===== src/rtl/csr_burst_pkg.sv =====
// Shared types and constants for the CSR burst splitter.
// Holds the FSM state encoding, the fabricated-beat pattern and default widths.
package csr_burst_pkg;

  localparam int CSR_BURST_DATA_W    = 32;
  localparam int CSR_BURST_ADDR_W    = 16;
  localparam int CSR_BURST_BURST_W   = 4;
  localparam int CSR_BURST_TIMEOUT_W = 8;

  localparam logic [31:0] CSR_BURST_DEAD_DATA = 32'hDEAD_BEEF;

  typedef enum logic [1:0] {
    ST_IDLE     = 2'd0,
    ST_WR_BURST = 2'd1,
    ST_RD_ISSUE = 2'd2,
    ST_RD_DRAIN = 2'd3
  } csr_burst_state_t;

endpackage


===== src/rtl/csr_burst_timeout.sv =====
// Read watchdog for the CSR burst splitter: counts idle cycles of an open read
// burst and flags expiry at the all-ones count, then restarts from zero.
module csr_burst_timeout
  import csr_burst_pkg::*;
#(
  parameter int TIMEOUT_W = CSR_BURST_TIMEOUT_W
) (
  input  logic clk_i,
  input  logic rst_n_i,
  input  logic active,
  input  logic clear,
  output logic expired
);

  logic [TIMEOUT_W-1:0] cnt_q;

  assign expired = &cnt_q;

  always_ff @(posedge clk_i or negedge rst_n_i) begin
    if (!rst_n_i) begin
      cnt_q <= '0;
    end else if (!active || clear || expired) begin
      cnt_q <= '0;
    end else begin
      cnt_q <= cnt_q + 1'b1;
    end
  end

endmodule


===== src/rtl/csr_burst_splitter.sv =====
// Avalon-MM burst to single-beat adapter in front of the CSR converter.
// Optional read watchdog: define CSR_BURST_SPLITTER_TIMEOUT_EN.
module csr_burst_splitter
  import csr_burst_pkg::*;
#(
  parameter int DATA_W    = CSR_BURST_DATA_W,
  parameter int ADDR_W    = CSR_BURST_ADDR_W,
  parameter int BURST_W   = CSR_BURST_BURST_W,
  parameter int TIMEOUT_W = CSR_BURST_TIMEOUT_W
) (
  input  logic                clk_i,
  input  logic                rst_n_i,
  input  logic [ADDR_W-1:0]   s_address,
  input  logic [BURST_W-1:0]  s_burstcount,
  input  logic [DATA_W-1:0]   s_writedata,
  input  logic [DATA_W/8-1:0] s_byteenable,
  input  logic                s_write,
  input  logic                s_read,
  input  logic                s_debugaccess,
  output logic                s_waitrequest,
  output logic [DATA_W-1:0]   s_readdata,
  output logic                s_readdatavalid,
  output logic [ADDR_W-1:0]   m_address,
  output logic [DATA_W-1:0]   m_writedata,
  output logic [DATA_W/8-1:0] m_byteenable,
  output logic                m_write,
  output logic                m_read,
  output logic                m_debugaccess,
  output logic [BURST_W-1:0]  m_burstcount,
  input  logic                m_waitrequest,
  input  logic [DATA_W-1:0]   m_readdata,
  input  logic                m_readdatavalid,
  output logic                timeout_o
);

  csr_burst_state_t    state_q, state_d;
  logic                run_q;
  logic [ADDR_W-1:0]   addr_q, addr_d;
  logic [BURST_W-1:0]  left_q, left_d;
  logic [BURST_W-1:0]  cnt_q, cnt_d;
  logic [BURST_W-1:0]  issue_q, issue_d;
  logic [BURST_W-1:0]  ret_q, ret_d;
  logic [DATA_W/8-1:0] be_q, be_d;
  logic                dbg_q, dbg_d;
  logic [DATA_W-1:0]   rdata_q;
  logic                rvalid_q;
  logic                rd_active;
  logic                fwd;
  logic                fab;

  assign rd_active = (state_q == ST_RD_ISSUE) || (state_q == ST_RD_DRAIN);

`ifdef CSR_BURST_SPLITTER_TIMEOUT_EN
  logic               expired;
  logic               to_q;
  logic [BURST_W-1:0] gen_q;

  csr_burst_timeout #(
    .TIMEOUT_W (TIMEOUT_W)
  ) u_timeout (
    .clk_i   (clk_i),
    .rst_n_i (rst_n_i),
    .active  (rd_active),
    .clear   (m_readdatavalid | (m_read & ~m_waitrequest)),
    .expired (expired)
  );

  // Genuine beats are matched to slots in order; a beat whose slot was already
  // fabricated (gen_q behind ret_q) is a late answer and gets dropped.
  assign fwd = rd_active & m_readdatavalid & (gen_q == ret_q) & (ret_q != cnt_q);
  assign fab = rd_active & expired & ~fwd & (ret_q != cnt_q);

  always_ff @(posedge clk_i or negedge rst_n_i) begin
    if (!rst_n_i) begin
      gen_q <= '0;
      to_q  <= 1'b0;
    end else begin
      to_q <= fab;
      if (state_q == ST_IDLE) begin
        gen_q <= '0;
      end else if (rd_active && m_readdatavalid) begin
        gen_q <= gen_q + 1'b1;
      end
    end
  end

  assign timeout_o = to_q;
`else
  assign fwd = rd_active & m_readdatavalid & (ret_q != cnt_q);
  assign fab = 1'b0;
  // The watchdog width only matters when the watchdog is built.
  assign timeout_o = (TIMEOUT_W < 0);
`endif

  assign m_burstcount    = BURST_W'(1);
  assign s_readdata      = rdata_q;
  assign s_readdatavalid = rvalid_q;

  // Next-state and command decode; run_q holds everything off until the first
  // clock after reset is released.
  always_comb begin
    state_d       = state_q;
    addr_d        = addr_q;
    left_d        = left_q;
    cnt_d         = cnt_q;
    issue_d       = issue_q;
    ret_d         = ret_q + BURST_W'(fwd | fab);
    be_d          = be_q;
    dbg_d         = dbg_q;
    s_waitrequest = 1'b1;
    m_read        = 1'b0;
    m_write       = 1'b0;
    m_address     = '0;
    m_writedata   = s_writedata;
    m_byteenable  = be_q;
    m_debugaccess = dbg_q;

    if (run_q) begin
      case (state_q)
        ST_IDLE: begin
          if (s_write) begin
            m_write       = 1'b1;
            m_address     = s_address;
            m_byteenable  = s_byteenable;
            m_debugaccess = s_debugaccess;
            s_waitrequest = m_waitrequest;
            if (!m_waitrequest && (s_burstcount > BURST_W'(1))) begin
              addr_d  = s_address + ADDR_W'(1);
              left_d  = s_burstcount - BURST_W'(1);
              state_d = ST_WR_BURST;
            end
          end else if (s_read) begin
            s_waitrequest = 1'b0;
            addr_d        = s_address;
            cnt_d         = (s_burstcount == '0) ? BURST_W'(1) : s_burstcount;
            be_d          = s_byteenable;
            dbg_d         = s_debugaccess;
            issue_d       = '0;
            ret_d         = '0;
            state_d       = ST_RD_ISSUE;
          end else begin
            s_waitrequest = 1'b0;
          end
        end
        ST_WR_BURST: begin
          if (s_write) begin
            m_write       = 1'b1;
            m_address     = addr_q;
            m_byteenable  = s_byteenable;
            m_debugaccess = s_debugaccess;
            s_waitrequest = m_waitrequest;
            if (!m_waitrequest) begin
              addr_d = addr_q + ADDR_W'(1);
              left_d = left_q - BURST_W'(1);
              if (left_q == BURST_W'(1)) begin
                state_d = ST_IDLE;
              end
            end
          end
        end
        ST_RD_ISSUE: begin
          m_read    = 1'b1;
          m_address = addr_q + ADDR_W'(issue_q);
          if (!m_waitrequest) begin
            issue_d = issue_q + BURST_W'(1);
            if (issue_d == cnt_q) begin
              state_d = (ret_d == cnt_q) ? ST_IDLE : ST_RD_DRAIN;
            end
          end
        end
        ST_RD_DRAIN: begin
          if (ret_d == cnt_q) begin
            state_d = ST_IDLE;
          end
        end
        default: state_d = ST_IDLE;
      endcase
    end
  end

  always_ff @(posedge clk_i or negedge rst_n_i) begin
    if (!rst_n_i) begin
      state_q  <= ST_IDLE;
      run_q    <= 1'b0;
      addr_q   <= '0;
      left_q   <= '0;
      cnt_q    <= '0;
      issue_q  <= '0;
      ret_q    <= '0;
      be_q     <= '0;
      dbg_q    <= 1'b0;
      rdata_q  <= '0;
      rvalid_q <= 1'b0;
    end else begin
      state_q  <= state_d;
      run_q    <= 1'b1;
      addr_q   <= addr_d;
      left_q   <= left_d;
      cnt_q    <= cnt_d;
      issue_q  <= issue_d;
      ret_q    <= ret_d;
      be_q     <= be_d;
      dbg_q    <= dbg_d;
      rvalid_q <= fwd | fab;
      if (fwd) begin
        rdata_q <= m_readdata;
      end else if (fab) begin
        rdata_q <= DATA_W'(CSR_BURST_DEAD_DATA);
      end
    end
  end

  a_no_rw_collision: assert property (@(posedge clk_i) disable iff (!rst_n_i)
    !(run_q && (state_q == ST_IDLE) && s_write && s_read));

endmodule


===== config.mk =====
export PLATFORM = sky130hd
export DESIGN_NAME = csr_burst_splitter
export DESIGN_NICKNAME = d
export VERILOG_FILES = /design/src/rtl/csr_burst_pkg.sv /design/src/rtl/csr_burst_timeout.sv /design/src/rtl/csr_burst_splitter.sv
export SDC_FILE = /design/constraint.sdc
export NUM_CORES = 1
export LEC_CHECK = 0
export BUFFER_PORTS_ARGS = -buffer_cell sky130_fd_sc_hd__buf_4
export CORE_MARGIN = 8
export CORE_UTILIZATION = 45
export CTS_CLUSTER_SIZE = 8
export DETAILED_ROUTE_END_ITERATION = 10
export PLACE_DENSITY = 0.72
export RECOVER_POWER = 50
export SLEW_MARGIN = 30
export SYNTH_ARGS = -nofsm -noshare
export SYNTH_HDL_FRONTEND = slang
export SYNTH_HIERARCHICAL = 1
export SYNTH_SLANG_ARGS = --single-unit
export TNS_END_PERCENT = 5

===== constraint.sdc =====
create_clock -name clk_i -period 3.8 [get_ports clk_i]
set_input_delay 0.76 -clock clk_i [delete_from_list [all_inputs] [get_ports clk_i]]
set_output_delay 0.76 -clock clk_i [all_outputs]
set_load 0.05 [all_outputs]

==> reports/results.tsv <==
stage	metric	value	unit
min_path	Worst Hold Depth	2	
clock_tree	post-CTS setup buffer count	0	
global_routing	antenna violations before repair	0	
clock_tree	Sink Count	73	
yosys	synthesized area	4940	sq um
power_and_ir_drop	Power Dens Cells	839	nW/um^2
final_layout	most common cell after layout, fill and taps aside	buf_4	
final_layout	Area Overhead vs Synth	20.1	%
critical_path	required time worst endpoint	3.04	ns
yosys	Post-synth EDFFs	0	
placement	PortBufs	119	
yosys	Unique masters post-synth	63	
min_path	Worst Hold Class	register to register	
timing	final hold violations	0	
floorplanning	I/O pin total	189	
timing	period utilisation layout	95.2	%
placement	gpl congestion	0.957	
final_layout	commonest cells after routing, fill and taps aside	125 x buf_4, 73 x dfrtp_1, 70 x nand2_1	
global_routing	GRT Total Usage	17.8	%
global_routing	met2 Use GR	27.8	%
route	via count	4315	
final_layout	Inserted Diodes	0	
final_layout	share of cells above drive strength 1	31.0	%
critical_path	WP data arrival	2.86	ns
power_and_ir_drop	Power Total	4.98	mW
power_and_ir_drop	Lkg Pwr	2.69	nW
critical_path	r2r setup slk	0.71	ns
timing	Worst Skew	0.0144	ns
final_layout	post-layout net count	741	
critical_path	RR Startpoint	state_q[1]$_DFFE_PN0P_	
global_routing	gr ovfl total	0	
placement	Final HPWL DP	10100	um
critical_path	FF-to-FF path depth	5	
clock_tree	Longest Clk Path Bufs	2	
clock_tree	post-cts resize count	0	
timing	Fin Setup TNS	0	ns
timing	Least-Margin Pin Slew	1.81	ns
critical_path	worst flop-to-flop path endpoint	s_readdata[26]$_DFFE_PN0P_	
route	Vias/cell	5.57	
timing	Final Max Tran Viols	108	
route	Routed WL per cell	17.1	um
floorplanning	Initial Util	45.8	%
power_and_ir_drop	peak supply drop	531	uV
global_routing	first-pass GRT wire length	21400	um
timing	unrepaired setup endpoints after global routing	false	
route	Post-Route WL	13200	um
final_layout	Finished Cell Area	5930	sq um
timing	Final min period	3.62	ns
floorplanning	# rows	38	
critical_path	first element of the critical path	issue_q[0]$_DFFE_PN0P_	
floorplanning	Die Span X	121	um
critical_path	crit path capture type	output port	
global_routing	largest net degree at the start of global routing	74	
route	initial DRC count	293	
yosys	Top FF cell, synth	dfrtp_1	
yosys	sequential area share after synthesis	37.0	%
run_status	failing checks	capacitance limit, slew limit	
critical_path	Setup CP Type	register to output port	
global_routing	GR Layer Usage met1	22.4	%
clock_tree	clk_lat worst skew	0.35	ns
clock_tree	Worst-path clk slew	0.08	ns
min_path	Hold Path Sink	dbg_q$_DFFE_PN0P_	
floorplanning	Core Area	10800	sq um
route	DRC	0	
min_path	hold_sp	dbg_q$_DFFE_PN0P_	
clock_tree	H-tree levels	3	
global_routing	number of global-route vias before repair	4355	
placement	area post-placement	5710	sq um
timing	Relative slew margins	-20.7	%
clock_tree	CTS Buf Count	9	
clock_tree	CTS tree	yes	
yosys	Syn Area/Cell	9.07	sq um
clock_tree	root buf cell	clkbuf_8	
route	Detailed Routing Iterations Pass 1	5	
critical_path	crit start category	register	
timing	highest clock rate	0.276	GHz
global_routing	Most Used Layer, Global Route	met2	
run_status	run status	finished, violations left	
global_routing	global routing usage on met3	5.97	%
floorplanning	Die H	121	um
floorplanning	die area	14600	sq um
yosys	Synth Register Bits	73	
flow_run	max cap viols	2	
yosys	ys async rst share	100	%
route	Post-DRT Antenna Nets	0	
clock_tree	hold_buf cts	0	
yosys	Yosys Warn Count	6	
critical_path	Max FO, Critical Path	6	
yosys	cell count after synthesis	545	
timing	Final setup viols	0	
-- flip-flops by register name (all words and copies together) (netlist names) --
register and cells:
s_readdata 32, addr_q 16, be_q 4, cnt_q 4, issue_q 4, left_q 4
ret_q 4, state_q 2, dbg_q 1, run_q 1, s_readdatavalid 1
-- worst max-delay path: stages (launching register included) --
cell	delay [ns]
dfrtp_1	0.47
ha_1	0.23
inv_1	0.06
fa_1	0.40
nor2b_1	0.13
o21ai_1	0.13
a21oi_1	0.18
buf_4	0.17
nand2_1	0.14
o311ai_1	0.33
buf_4	0.26
-- cell families (layout without fill, tap and decap cells) --
kind of cell | after synthesis | count (layout) | share of synthesized area [%]
adder cells (fa/ha/maj) | 16 | 16 | 4.20
AO/OA/AOI/OAI | 121 | 121 | 15.1
flip-flops | 73 | 73 | 37.0
other | 2 | 6 | 0.152
XOR/XNOR | 33 | 33 | 6.00
buffers and inverters | 73 | 159 | 9.22
multiplexers | 44 | 44 | 9.95
AND/OR/NAND/NOR | 183 | 183 | 18.4
-- power breakdown --
part           switching (mW)  total (mW)  internal (mW)
Combinational            1.78        2.79           1.01
Sequential              0.331        1.45           1.12
Clock                   0.298       0.738          0.440
Total                    2.41        4.98           2.57
-- cells in the mapped netlist (2+ instances only) --
cell type  count  area, sq um
and3_1         7         43.8
inv_1         11         41.3
nand3_1       29          145
a22oi_1        2         15.0
nand2b_1       6         37.5
o41ai_2        2         32.5
o22ai_1       11         68.8
conb_1         2         7.51
mux2_1         6         67.6
nand4_1        9         56.3
a32oi_1        2         17.5
ha_1          15          188
dfrtp_1       73         1830
buf_2          8         40.0
o31ai_1        4         30.0
nand2_1       70          263
and2_1         5         31.3
mux2i_1        6         60.1
a21oi_1       43          215
buf_4         43          323
o311ai_1       4         35.0
o21ai_0       26          130
o211ai_1       3         22.5
mux2_2        31          349
o21ai_1       10         50.1
xnor2_1       19          166
a31oi_1        2         12.5
nor2_1        24         90.1
xor2_1        13          114
clkbuf_1       7         26.3
nor2b_1        5         31.3
nor3_1         9         45.0
or2_2          5         31.3
inv_2          3         11.3
nor3_2         2         20.0
-- layout make-up --
class	count	area, sq um
fillers	985	4860
multi-input cells	403	2680
flip-flops and latches	73	1830
repair buffers	129	955
well taps	140	175
clock buffers	10	128
clock inverters	6	115
inverters	14	52.6
-- how the worst max path moves through the flow --
stage	depth (start not counted)	endpoint	slack, ns
2_1_floorplan	8	m_address[10]	0.13
3_3_place_gp	10	m_address[12]	0.68
3_5_place_dp	10	m_address[12]	0.60
4_1_cts	10	m_address[12]	0.18
5_1_grt	10	m_address[12]	0.03
6_report	10	m_address[12]	0.18
-- metal layers --
layer  routed length [um]  vias up  share of wire [%]
met1                 5670     2009                 43
li1                     -     2049                  -
met3                 1460       21                 11
met2                 5870      236                 44
met5                    0        -                  0
met4                  236        0                1.8
-- per-stage QoR --
| stage | setup slack (ns) | std cells | util, % | hold WS (ns) |
|---|---|---|---|---|
| CTS | 0.179 | 775 | 55.1 | 0.487 |
| detailed placement | 0.598 | 759 | 52.9 | 0.469 |
| floorplan | 0.128 | 549 | - | 0.440 |
| global route | 0.0322 | 775 | 55.0 | 0.506 |
| global placement | 0.679 | 759 | 52.9 | 0.454 |
| finish | 0.182 | 775 | 55.0 | 0.479 |
Power figures use the tool's default switching activity.
